## src/rtl/ctrl_74hc165.sv

```systemverilog
// rtl/ctrl_74hc165.sv - scan controller for a daisy-chained 74HC165 input shift register
//
// Purpose:
//   This block repeatedly parallel-loads a chain of 74HC165 parallel-in/serial-out
//   registers. It then clocks WIDTH bits out of the last chip's Q7, MSB first.
//   Each completed frame is presented as a parallel word with a one-cycle valid strobe.
//
// Parameters:
//   WIDTH  bits in the chain (8 per chip), >= 2
//   DIV    system clocks per pin phase (PL low, CP low, CP high), >= 4
//
// Ports:
//   clk      system clock, rising edge
//   rst      synchronous active-high reset
//   i_en     scan enable, only looked at while idle
//   i_q7     serial data from the last chip's Q7 (asynchronous)
//   o_pl_n   parallel load to all chips, active low
//   o_cp     shift clock to all chips
//   o_ce_n   clock enable to all chips, active low
//   o_data   last completed frame; first bit shifted out is o_data[WIDTH-1]
//   o_valid  one-cycle strobe coincident with o_data updating

module ctrl_74hc165 #(
  parameter int WIDTH = 16,
  parameter int DIV   = 4
) (
  input  logic             clk,
  input  logic             rst,
  input  logic             i_en,
  input  logic             i_q7,
  output logic             o_pl_n,
  output logic             o_cp,
  output logic             o_ce_n,
  output logic [WIDTH-1:0] o_data,
  output logic             o_valid
);

  localparam int PW = (DIV > 1) ? $clog2(DIV) : 1;
  localparam int BW = $clog2(WIDTH);

  typedef enum logic [2:0] {
    ST_IDLE,
    ST_LOAD,
    ST_LOW,
    ST_HIGH,
    ST_DONE
  } state_t;

  state_t           r_state;
  state_t           w_next;
  logic [PW-1:0]    r_phase;
  logic [BW-1:0]    r_bit;
  logic [1:0]       r_sync;
  logic [WIDTH-1:0] r_shreg;
  logic [WIDTH-1:0] r_data;
  logic             r_pl_n;
  logic             r_cp;
  logic             r_ce_n;
  logic             r_valid;

  logic             w_q7_s;
  logic             w_phase_last;
  logic             w_bit_last;
  logic             w_sample;
  logic [WIDTH-1:0] w_shift;
  logic             w_pl_n;
  logic             w_cp;
  logic             w_ce_n;
  logic             w_valid;

  assign w_q7_s       = r_sync[1];
  assign w_phase_last = (r_phase == PW'(DIV - 1));
  assign w_bit_last   = (r_bit == BW'(WIDTH - 1));
  // Q7 is sampled at the end of each CP-low phase. By then the data has been stable for
  // DIV cycles since the previous CP rise or the PL release.
  assign w_sample     = (r_state == ST_LOW) && w_phase_last;
  assign w_shift      = {r_shreg[WIDTH-2:0], w_q7_s};

  // Next-state logic
  always_comb begin
    w_next = r_state;
    case (r_state)
      ST_IDLE: if (i_en) w_next = ST_LOAD;
      ST_LOAD: if (w_phase_last) w_next = ST_LOW;
      ST_LOW: begin
        if (w_phase_last) begin
          // No CP rise follows the last sample, so the frame has WIDTH-1 rises.
          w_next = w_bit_last ? ST_DONE : ST_HIGH;
        end
      end
      ST_HIGH: if (w_phase_last) w_next = ST_LOW;
      ST_DONE: w_next = ST_IDLE;
      default: w_next = ST_IDLE;
    endcase
  end

  // Pin and strobe decode from the state about to be entered. Registering the result
  // keeps the pins glitch-free and free of any combinational path from the inputs.
  always_comb begin
    w_pl_n  = 1'b1;
    w_cp    = 1'b0;
    w_ce_n  = 1'b1;
    w_valid = 1'b0;
    case (w_next)
      ST_LOAD: w_pl_n = 1'b0;
      ST_LOW:  w_ce_n = 1'b0;
      ST_HIGH: begin
        w_cp   = 1'b1;
        w_ce_n = 1'b0;
      end
      ST_DONE: begin
        w_ce_n  = 1'b0;
        w_valid = 1'b1;
      end
      default: ;
    endcase
  end

  always_ff @(posedge clk) begin
    if (rst) begin
      r_state <= ST_IDLE;
      r_phase <= '0;
      r_bit   <= '0;
      r_sync  <= '0;
      r_shreg <= '0;
      r_data  <= '0;
      r_pl_n  <= 1'b1;
      r_cp    <= 1'b0;
      r_ce_n  <= 1'b1;
      r_valid <= 1'b0;
    end else begin
      r_state <= w_next;
      r_sync  <= {r_sync[0], i_q7};

      // The phase counter restarts on every state change and runs only in timed states.
      if (w_next != r_state) begin
        r_phase <= '0;
      end else if ((r_state == ST_LOAD) || (r_state == ST_LOW) || (r_state == ST_HIGH)) begin
        r_phase <= r_phase + PW'(1);
      end

      if (r_state == ST_LOAD) begin
        r_bit <= '0;
      end else if (w_sample && !w_bit_last) begin
        r_bit <= r_bit + BW'(1);
      end

      if (w_sample) begin
        r_shreg <= w_shift;
      end

      // The output word is captured together with the final sample. It is therefore
      // already updated during the DONE cycle in which o_valid is high.
      if (w_sample && w_bit_last) begin
        r_data <= w_shift;
      end

      r_pl_n  <= w_pl_n;
      r_cp    <= w_cp;
      r_ce_n  <= w_ce_n;
      r_valid <= w_valid;
    end
  end

  assign o_pl_n  = r_pl_n;
  assign o_cp    = r_cp;
  assign o_ce_n  = r_ce_n;
  assign o_data  = r_data;
  assign o_valid = r_valid;

endmodule
```

## config.mk

```make
export PLATFORM = sky130hd
export DESIGN_NAME = ctrl_74hc165
export DESIGN_NICKNAME = d
export VERILOG_FILES = /design/src/rtl/ctrl_74hc165.sv
export SDC_FILE = /design/constraint.sdc
export NUM_CORES = 1
export LEC_CHECK = 0
export CORE_UTILIZATION = 40
export DETAILED_ROUTE_END_ITERATION = 10
export PLACE_DENSITY = 0.6
export SETUP_SLACK_MARGIN = 0.15
export SYNTH_ARGS = -nofsm -noshare
export SYNTH_HDL_FRONTEND = slang
export SYNTH_SLANG_ARGS = --single-unit
```

## constraint.sdc

```tcl
create_clock -name clk -period 1.75 [get_ports clk]
set_input_delay 0.2625 -clock clk [delete_from_list [all_inputs] [get_ports clk]]
set_output_delay 0.2625 -clock clk [all_outputs]
set_load 0.01 [all_outputs]
```

Yosys cells after proc, flatten, opt, wreduce, memory -nomap -nowiden
Cells that the tools add are included.

Add/sub/neg operators: 2. Equality and inequality tests: 10. Multiplexer cells: 9. Reductions and logical operators: 11.

Operators with widths (count): == test 3 x 2 -> 1 bit, second input constant (4); two-way mux 3 bit (4); case mux 3 bit (3 select lines) (1); == test 3 x 1 -> 1 bit, second input constant (2); OR reduction 2 bit (3); adder 4 x 1 -> 4 bit, second input constant (1); == test 4 bit, second input constant (1); two-way mux 1 bit (4); == test 3 bit, second input constant (1); logical AND 1 bit (3); zero test 3 bit (1); != test 3 bit (1); OR reduction 3 bit (1); adder 2 x 1 -> 2 bit, second input constant (1); == test 2 bit, second input constant (1); logical OR 1 bit (2); zero test 1 bit (1).

Register bits: 46. Input bits: 4. Output and inout port bits: 20. Word-level logic and storage cells: 42.

Longest topological paths before layout
Gate-level depths: netlist of run 1.

Word-level depth: 7. Depth in mapped cells: 7. Depth with buffers taken out: 4.

Worst setup path after synthesis of run 1
No wires, ideal clock.

Kind: register -> register. Start: register r_phase[0]. End: register r_bit[3]. Library setup time: 0.070 ns. Arrival: 1.373 ns. Required time: 1.680 ns. Path slack: 0.307 ns. Cell stages (with the launch flop): 7. Path buffers: 2. Clock period less this slack: 1.443 ns. Path through: dfxtp_1 > ha_1 > buf_2 > nand4bb_4 > buf_6 > or3_1 > a21oi_1.

Longest elaborated chain between the ends: 3.

RTL lines: start: declaration (line 51) `logic [PW-1:0] r_phase;`; start signal: assignment (line 139) `r_phase <= r_phase + PW'(1);`; == test 2 bit (line 72) `assign w_phase_last = (r_phase == PW'(DIV - 1));`; logical AND 1 bit (line 76) `assign w_sample = (r_state == ST_LOW) && w_phase_last;`; logical AND 1 bit (line 144) `end else if (w_sample && !w_bit_last) begin`; end signal: assignment (line 145) `r_bit <= r_bit + BW'(1);`; end: declaration (line 52) `logic [BW-1:0] r_bit;`.

No other way between the ends. A chain may end at the register's enable or synchronous reset.

Final worst setup path of run 1
Start: register r_bit[0]. End: register r_cp (netlist: o_cp).

Longest elaborated chain between the ends: 6.

RTL lines: == test 4 bit (line 73) `assign w_bit_last = (r_bit == BW'(WIDTH - 1));`; two-way mux 3 bit (line 88) `w_next = w_bit_last ? ST_DONE : ST_HIGH;`; two-way mux 3 bit (line 86) `if (w_phase_last) begin`; case mux 3 bit (3 select lines) (line 82) `case (r_state)`; == test 3 x 2 -> 1 bit (line 104) `case (w_next)`; two-way mux 1 bit (line 104); end signal: assignment (line 159) `r_cp <= w_cp;`; end: declaration (line 57) `logic r_cp;`.

No other way between the ends.

==> results list, run 1 <==
- The run finished with clean final reports.
- The first global-routing pass estimated 6.223 mm of wire.
* H-tree depth reported by CTS: 2
- Overall track demand over capacity in global routing: 16.18%
* Met1 Resource Use GR: between 20% and 30%
* Peak per-stage delay on the critical path: about 380 ps
* Final max-slew violation count: 0
* Clock root buffer: clkbuf_8
- Worst hold path type: register to register
- Average cell area after synthesis: around 8.6 um2
- Yosys mapped the design onto 29 distinct sky130hd cell types.
* Most utilized layer in the global route result: met2
* Core Rows: 24
- The later pin in the worst-skew pair is clocked with a latency of 290 ps.
- Summed over all layers, the routed wires come to 3.658 mm.
* Launch instance of the worst min-delay path: r_sync[0]$_SDFF_PP0_
* Total stage count of the critical path: 4
- Post-route ant nets: 0
* Highest fanout seen on the critical path: 7
- Worst slew margin relative to its limit: between 70% and 80%
- Dividing the detail-routed wire length by the instance count gives between 10 and 15 um.
- Layout Utilization: 50.72%
* Worst Tran Pin Value: about 340 ps
- Fill cells in the final layout number 411.
- After clock tree synthesis, the flow added hold-fix buffers numbering 0.
- After detailed routing, the number of remaining DRC violations is 0.
- For this design the static power due to leakage is roughly 0.75 nW.
- Antenna violations before repair: 0
- The die covers 0.004832 mm2.
- Total standard cell area after synthesis: about 0.0018 mm2
* Post-DR vias/cell: 5.134
* Switching Share: a little over a fifth
* Sequential cell fraction of total power: between 50% and 60%
- Core region area: around 0.0044 mm2
- The share of total power dissipated in the clock network is 37.1%.
- Power per standard cell area: 806.2 mW/mm2
- The critical path contains buffers and inverters numbering 0 combined.
* Synthesized instance count: ~210
- RSZ-0062 raised after global routing: no
- The clock arrives with 3.565 ps of skew.
- Max-Cap Viols: 0
- During I/O placement, the number of pins put on the boundary was 24.
* Clock tree from TritonCTS: built
- Critical path data arrival time: ~1700 ps
- Global routing consumed, on the met2 layer, 24.27% of the routing resources.
* DR pass1 iterations: 4
- In this run the worst setup path begins at r_bit[0]$_SDFFE_PP0P_.
- After routing, the total negative slack on setup checks comes to 0 ps.
- Internal power of the cells: ~0.0014 W
- Via count of the first global-routing pass: ~1,400
- Summed over all layers, the global routing overflow is 0.
- Count of inserted antenna diode cells: 0
- Met3 usage: 3.488%
- CP startpoint kind: register
- At the end of routability-driven placement, the weighted congestion stood at roughly 0.79.
* Longest Clk Path Bufs: 2
* CTS sink cnt: 46
* Iter 0 DRT Violations: 92
- The critical path is of the register to register type.
- Count of input and output buffers: 23
- Detailed routing inserted a total of 1,489 vias.
* Worst Path Required: 1950 ps
* Initial core utilization: between 40% and 50%
- For this design, the slowest cell found on the critical path is a311o_1.
* VDD IR max: 0.5207 mV
* Tmin final: 1531 ps
- The number of nets handed over by synthesis was 220.
* Async SR Flop Fraction: 0%
- # nets final: ~240
* Reg-to-reg startpoint: r_bit[0]$_SDFFE_PP0P_
- From left edge to right edge, the die measures 69.51 um.
- Number of failing setup endpoints in the final timing report: 0
- Clk pin slew, worst setup/hold paths: approximately 80 ps
- Cts bufs inserted: 5
* Warning count from the yosys run: 0
* Ordered list of cells on the worst path: ha_1 -> and3_2 -> a311o_1 -> nor4_1
* Combinational share of power: 3.3%
- Share of cells above drive strength 1: roughly a tenth
* Count of cells along the worst hold path: 1
- The worst setup path is captured at a register.
- The hold violation count in the final report is 0.
* Cell depth of the worst flop-to-flop path: 4
- Die boundary height: a little under 70 um
- Synthesis-to-finish area growth: 21.14%
* Main synth FF type: dfxtp_1
* Share of the cycle needed by the critical path after routing: 87.50%
- Based on the critical path, the design can be clocked at up to roughly 0.65 GHz.
- The analysis attributes to net switching a power of 0.0003799 W.
* #FFs+latches synth: 46
- Entering global routing, the biggest net connects 31 pins.
- The HPWL after detailed placement is around 2.4 mm.
- Grouping stages by cell kind, the critical path spends the most delay in simple AND/OR/NAND/NOR gates.
- Number of enable flip-flop cells after synthesis: 0
- Sequential-to-total area share from yosys stat: between 50 and 60%
synthesized netlist by cell type, types with 2 or more instances:
cell type	instances	area share, %
dfxtp_1	46	51
a21oi_1	38	10
nand2_1	32	6.6
o21ai_0	21	5.8
nand3_1	20	5.5
clkbuf_1	8	1.6
buf_2	7	1.9
nor2_1	4	0.82
ha_1	3	2.1
nand2b_1	3	1.0
nor2b_1	3	1.0
nor3_1	3	0.82
or3_1	3	1.0
buf_4	2	0.82
buf_6	2	1.2
inv_1	2	0.41
mux2i_1	2	1.1
nor4_1	2	0.69
o31ai_1	2	0.82
cell families after synthesis:
| family | synth area share (%) |
|---|---|
| adders and majority gates | 2.059 |
| muxes | 1.098 |
| AOI/OAI and AO/OA | 18.87 |
| and+or+nand+nor | 21.14 |
| DFF | 50.51 |
| buffers and inverters | 6.314 |
placed cells by master, fill, tap and decap left out, drive strengths merged, types with 2 or more instances in the layout:
cell	Yosys	final
nor2	4	4
o31ai	2	2
o21ai	21	21
or3	3	3
clkdlybuf4s50	0	23
nor2b	3	3
clkbuf	9	7
nand3	20	20
nand2	32	32
ha	3	3
buf	11	14
dfxtp	46	46
a21oi	38	38
nor3	3	3
inv	2	2
nor4	2	2
mux2i	2	2
nand2b	3	3
flip-flops by register name (all words and copies together), names as in the netlist:
register / flops
r_bit: 4
o_valid: 1
o_data: 16
r_sync: 2
r_state: 3
r_shreg: 15
o_ce_n: 1
o_pl_n: 1
r_phase: 2
o_cp: 1
power by group through the flow:
stage	logic, W	registers (W)	clock network, W
after CTS	0.0000605	0.00106	0.000669
after global routing	0.0000666	0.00106	0.000711
after global placement	0.0000593	0.00109	0
after floorplan	0.0000418	0.00108	0
final	0.0000595	0.00106	0.000660
after detailed placement	0.0000602	0.00109	0
per-layer routing:
| metal | vias to the layer above | share of wire (%) |
|---|---|---|
| met3 | 2 | 3.4 |
| li1 | 788 | - |
| met4 | 0 | 0.79 |
| met1 | 676 | 54 |
| met2 | 23 | 42 |
| met5 | - | 0 |
repair_timing:
| action | in CTS | in global routing |
|---|---|---|
| resized for setup | 0 | 1 |
| setup buffers | 0 | 0 |
| setup endpoints to repair | 0 | 1 |
| endpoints found under the hold margin | 0 | 0 |
area by class of cell:
type / instances / area (um2) / area share, %
Sequential cell: 46 / 920.9 / 41.70
Multi-Input combinational cell: 145 / 788.3 / 35.69
Timing Repair Buffer: 37 / 335.3 / 15.18
Clock buffer: 7 / 86.33 / 3.909
Tap cell: 52 / 65.06 / 2.946
Inverter: 2 / 7.507 / 0.3399
Clock inverter: 1 / 5.005 / 0.2266
worst paths after layout:
check | slack [ps] | endpoint
max | 220 | o_cp$_SDFF_PP0_
min | 450 | r_sync[1]$_SDFF_PP0_
max reg2reg | 220 | o_cp$_SDFF_PP0_
min reg2reg | 450 | r_sync[1]$_SDFF_PP0_
per-stage QoR:
stage               cell area [um2]  std cells  worst slack [ps]  total power (W)  hold slack (ps)
floorplan                      1823        213             306.8         0.001124            386.3
global placement               2116        282             267.7         0.001145            431.3
detailed placement             2116        282             250.8         0.001146            426.2
CTS                            2207        290             229.9         0.001791            451.8
global route                   2208        290             151.2         0.001840            462.9
finish                         2208        290             218.7         0.001780            446.9
Power figures use the tool's default switching activity.
==> inputs of run 2 (changes only) <==
CORE_MARGIN = 4   (was not set)
SLEW_MARGIN = 25   (was not set)
==> run 2 against run 1 <==
Clock skew grew 1.3 ps. Flip-flop and latch count is the same. Total power shrank 3.0%.
==> results list, run 2 (synthesis results as in run 1) <==
- The total core area was 0.004384 mm2 (was 0.004354 mm2).
* Number of buffers inserted by hold repair at cts: 0 (unchanged)
* H-tree depth reported by CTS: 2 (unchanged)
* Highest-count cells in the layout ignoring fill and taps: dfxtp_1 (46), a21oi_1 (38), nand2_1 (32) (unchanged)
- VDD IR max: 0.4342 mV (was 0.5207 mV)
- Count of input and output buffers: 23 (unchanged)
* Overall track demand over capacity in global routing: 13.94% (was 16.18%)
- Critical path data arrival time: 1740 ps (was 1730 ps)
* Hold violation total from the final report: 0 (unchanged)
- The fraction of layout cells with a size suffix above 1 was 9.362% (was 10.08%).
* Antenna violations before repair: 0 (unchanged)
* Top metal layer carrying routed signals: met4 (unchanged)
* Core Rows: 24 (unchanged)
- CP max-delay cell: dfxtp_1 (was a311o_1)
- Number of flip-flops in the largest register: 16 (unchanged)
- Cts bufs inserted: 5 (unchanged)
- The setup slack at placement is 250.9 ps (was 250.8 ps).
- The fmax was 0.6623 GHz (was 0.6530 GHz).
- Max-Cap Viols: 0 (unchanged)
* Internal power of the cells: 0.001356 W (was 0.001400 W)
* Final max-slew violation count: 0 (unchanged)
- The peak fanout along the critical path was 14 (was 7).
- The final worst-path setup slack came to 240.1 ps (was 218.7 ps).
* Via count of the first global-routing pass: 1,332 (was 1,359)
* Post-layout instance area: 0.002202 mm2 (was 0.002208 mm2)
- Die footprint: 0.005702 mm2 (was 0.004832 mm2)
- The post-route clock period utilization is 86.28% (was 87.50%).
* Initial core utilization: 41.58% (was 41.87%)
* Aggregate global routing overflow: 0 (unchanged)
- The average wire per standard cell is 12.41 um (was 12.61 um).
- Clock root buffer: clkbuf_8 (unchanged)
- Longest Clk Path Bufs: 2 (unchanged)
- The switching part of the total power came to 21.46% (was 21.34%).
- Synthesis-to-finish area growth: 20.80% (was 21.14%)
- The CTS tree is built (unchanged).
* Classification of the worst setup path: register to register (unchanged)
- CTS sink cnt: 46 (unchanged)
- The power density over the cells came to 783.9 mW/mm2 (was 806.2 mW/mm2).
* Clk pin slew, worst setup/hold paths: 80 ps (about the same)
- The DRC violation total after the first TritonRoute iteration came to 102 (was 92).
* Relative contribution of the clock network to total power: 35.1% (was 37.1%)
* Met3 wirelength from detailed routing: 130 um (was 125 um)
- Number of remaining DRC errors: 0 (unchanged)
* # nets final: 242 (was 244)
- The relative contribution of sequential cells to total power was 61.5% (was 59.6%).
* Area of the multi-input gates: 795.8 um2 (was 788.3 um2)
- The slew at the pin with the worst max-slew slack was 340.1 ps (was 335.4 ps).
* Final Wtd Congestion: 0.7241 (was 0.7894)
- Met1 Routed Length: 1.805 mm (was 1.958 mm)
* Commonest non-fill, non-tap cell in the layout: dfxtp_1 (unchanged)
* Worst Path Required: 1980 ps (was 1950 ps)
- Detailed placer's ending HPWL: 2.391 mm (was 2.426 mm)
* Count of inserted antenna diode cells: 0 (unchanged)
- Final-layout fill cell count: 420 (was 411)
* DR pass1 iterations: 4 (unchanged)
- The total via count in the routed design is 1,484 (was 1,489).
- LEAKAGE: 0.7299 nW (was 0.7503 nW)
* Outcome: completed (unchanged)
- The horizontal die dimension came to 75.51 um (was 69.51 um).
- CP startpoint kind: register (unchanged)
- Tmin final: 1510 ps (was 1531 ps)
- Number of failing setup endpoints in the final timing report: 0 (unchanged)
- Worst hold path type: register to register (unchanged)
- The summed negative setup slack over all endpoints came to 0 ps (unchanged).
- Combinational share of power: 3.5% (was 3.3%)
* RSZ-0062 raised after global routing: no (unchanged)
* NetSw: 0.0003704 W (was 0.0003799 W)
- Ordered list of cells on the worst path: ha_1 -> and3_1 -> buf_4 -> or3_1 -> a21oi_1 (was ha_1 -> and3_2 -> a311o_1 -> nor4_1).
- Worst-Skew Late Latency: 290 ps (about the same)
- The post-cts sizing count is 0 (unchanged).
* Capturing element type of the critical path: register (unchanged)
- Worst R2R Setup Slack: 240 ps (was 220 ps)
- Total detailed-routing wirelength: 3.563 mm (was 3.658 mm)
* Placed Area: 0.002113 mm2 (was 0.002116 mm2)
- The die height was 75.51 um (was 69.51 um).
* Post-route ant nets: 0 (unchanged)
* Worst slew margin relative to its limit: 77.29% (was 77.61%)
- Pin count of the biggest net entering global routing: 33 (was 31)
* Flip-flop and latch area: 920.9 um2 (unchanged)
- The worst setup skew after layout was 4.824 ps (was 3.565 ps).
- The total setup buffers inserted after CTS is 0 (unchanged).
- The delay of the slowest critical-path stage is 340 ps (was 380 ps).
* Post-DR vias/cell: 5.171 (was 5.134)
- Boundary Pins: 24 (unchanged)
* Global-route wire length before repair: 6.134 mm (was 6.223 mm)
- Met2 wirelength from detailed routing: 1.619 mm (was 1.545 mm)
-- run 2: cell types whose count changed in the layout (fill, tap and decap cells not counted) --
cell | before | now
nor4_2 | 0 | 1
ha_2 | 0 | 1
clkbuf_8 | 6 | 5
ha_1 | 3 | 2
buf_4 | 14 | 11
buf_12 | 0 | 1
clkinvlp_4 | 0 | 1
nor4_1 | 2 | 1
and3_2 | 1 | 0
clkinv_2 | 1 | 0
and3_1 | 0 | 1
-- run 2: worst max-delay path, delay by kind of cell, from the launching register on --
| kind | cells | cell delay, ps |
|---|---|---|
| flops | 1 | 340 |
| buf+inv | 1 | 200 |
| fa+ha+maj | 1 | 230 |
| simple gates | 2 | 540 |
| compound gates | 1 | 130 |
-- run 2: routing by layer --
| metal | up-vias | global-route usage, % |
|---|---|---|
| met3 | 2 | 4.617 |
| li1 | 780 | - |
| met2 | 21 | 20.81 |
| met5 | - | 0 |
| met1 | 681 | 19.46 |
| met4 | 0 | 3.495 |
-- run 2: power groups by stage --
stage / clock network [W] / logic [W] / registers [W]
2_1_floorplan: 0 / 0.0000418 / 0.00108
3_3_place_gp: 0 / 0.0000595 / 0.00109
3_5_place_dp: 0 / 0.0000594 / 0.00109
4_1_cts: 0.000635 / 0.0000597 / 0.00106
5_1_grt: 0.000669 / 0.0000668 / 0.00106
6_report: 0.000605 / 0.0000597 / 0.00106
-- run 2: through the flow --
| step | hold slack, ps | instances | utilization (%) | total power [W] |
|---|---|---|---|---|
| finish | 454.3 | 287 | 50.23 | 0.001726 |
| global route | 464.3 | 287 | 50.23 | 0.001799 |
| CTS | 460.3 | 287 | 50.03 | 0.001756 |
| detailed placement | 436.7 | 280 | 48.20 | 0.001146 |
| global placement | 429.8 | 280 | 48.20 | 0.001145 |
| floorplan | 386.3 | 213 | - | 0.001124 |
-- run 2: path summary, 6_finish.rpt --
| path | start | endpoint | cells past startpoint |
|---|---|---|---|
| setup / recovery | r_bit[0]$_SDFFE_PP0P_ | r_bit[0]$_SDFFE_PP0P_ | 5 |
| setup reg to reg | r_bit[0]$_SDFFE_PP0P_ | r_bit[0]$_SDFFE_PP0P_ | 5 |
| hold / removal | r_sync[0]$_SDFF_PP0_ | r_sync[1]$_SDFF_PP0_ | 1 |
| hold reg to reg | r_sync[0]$_SDFF_PP0_ | r_sync[1]$_SDFF_PP0_ | 1 |
-- run 2: area by class of cell --
cell class                 count  share of cell area (%)
sequential                    46                   41.82
multi-input combinational    145                   36.14
timing repair buffer          35                   15.11
clock buffer                   6                   3.295
tap                           52                   2.955
clock inverter                 1                  0.3409
inverter                       2                  0.3409
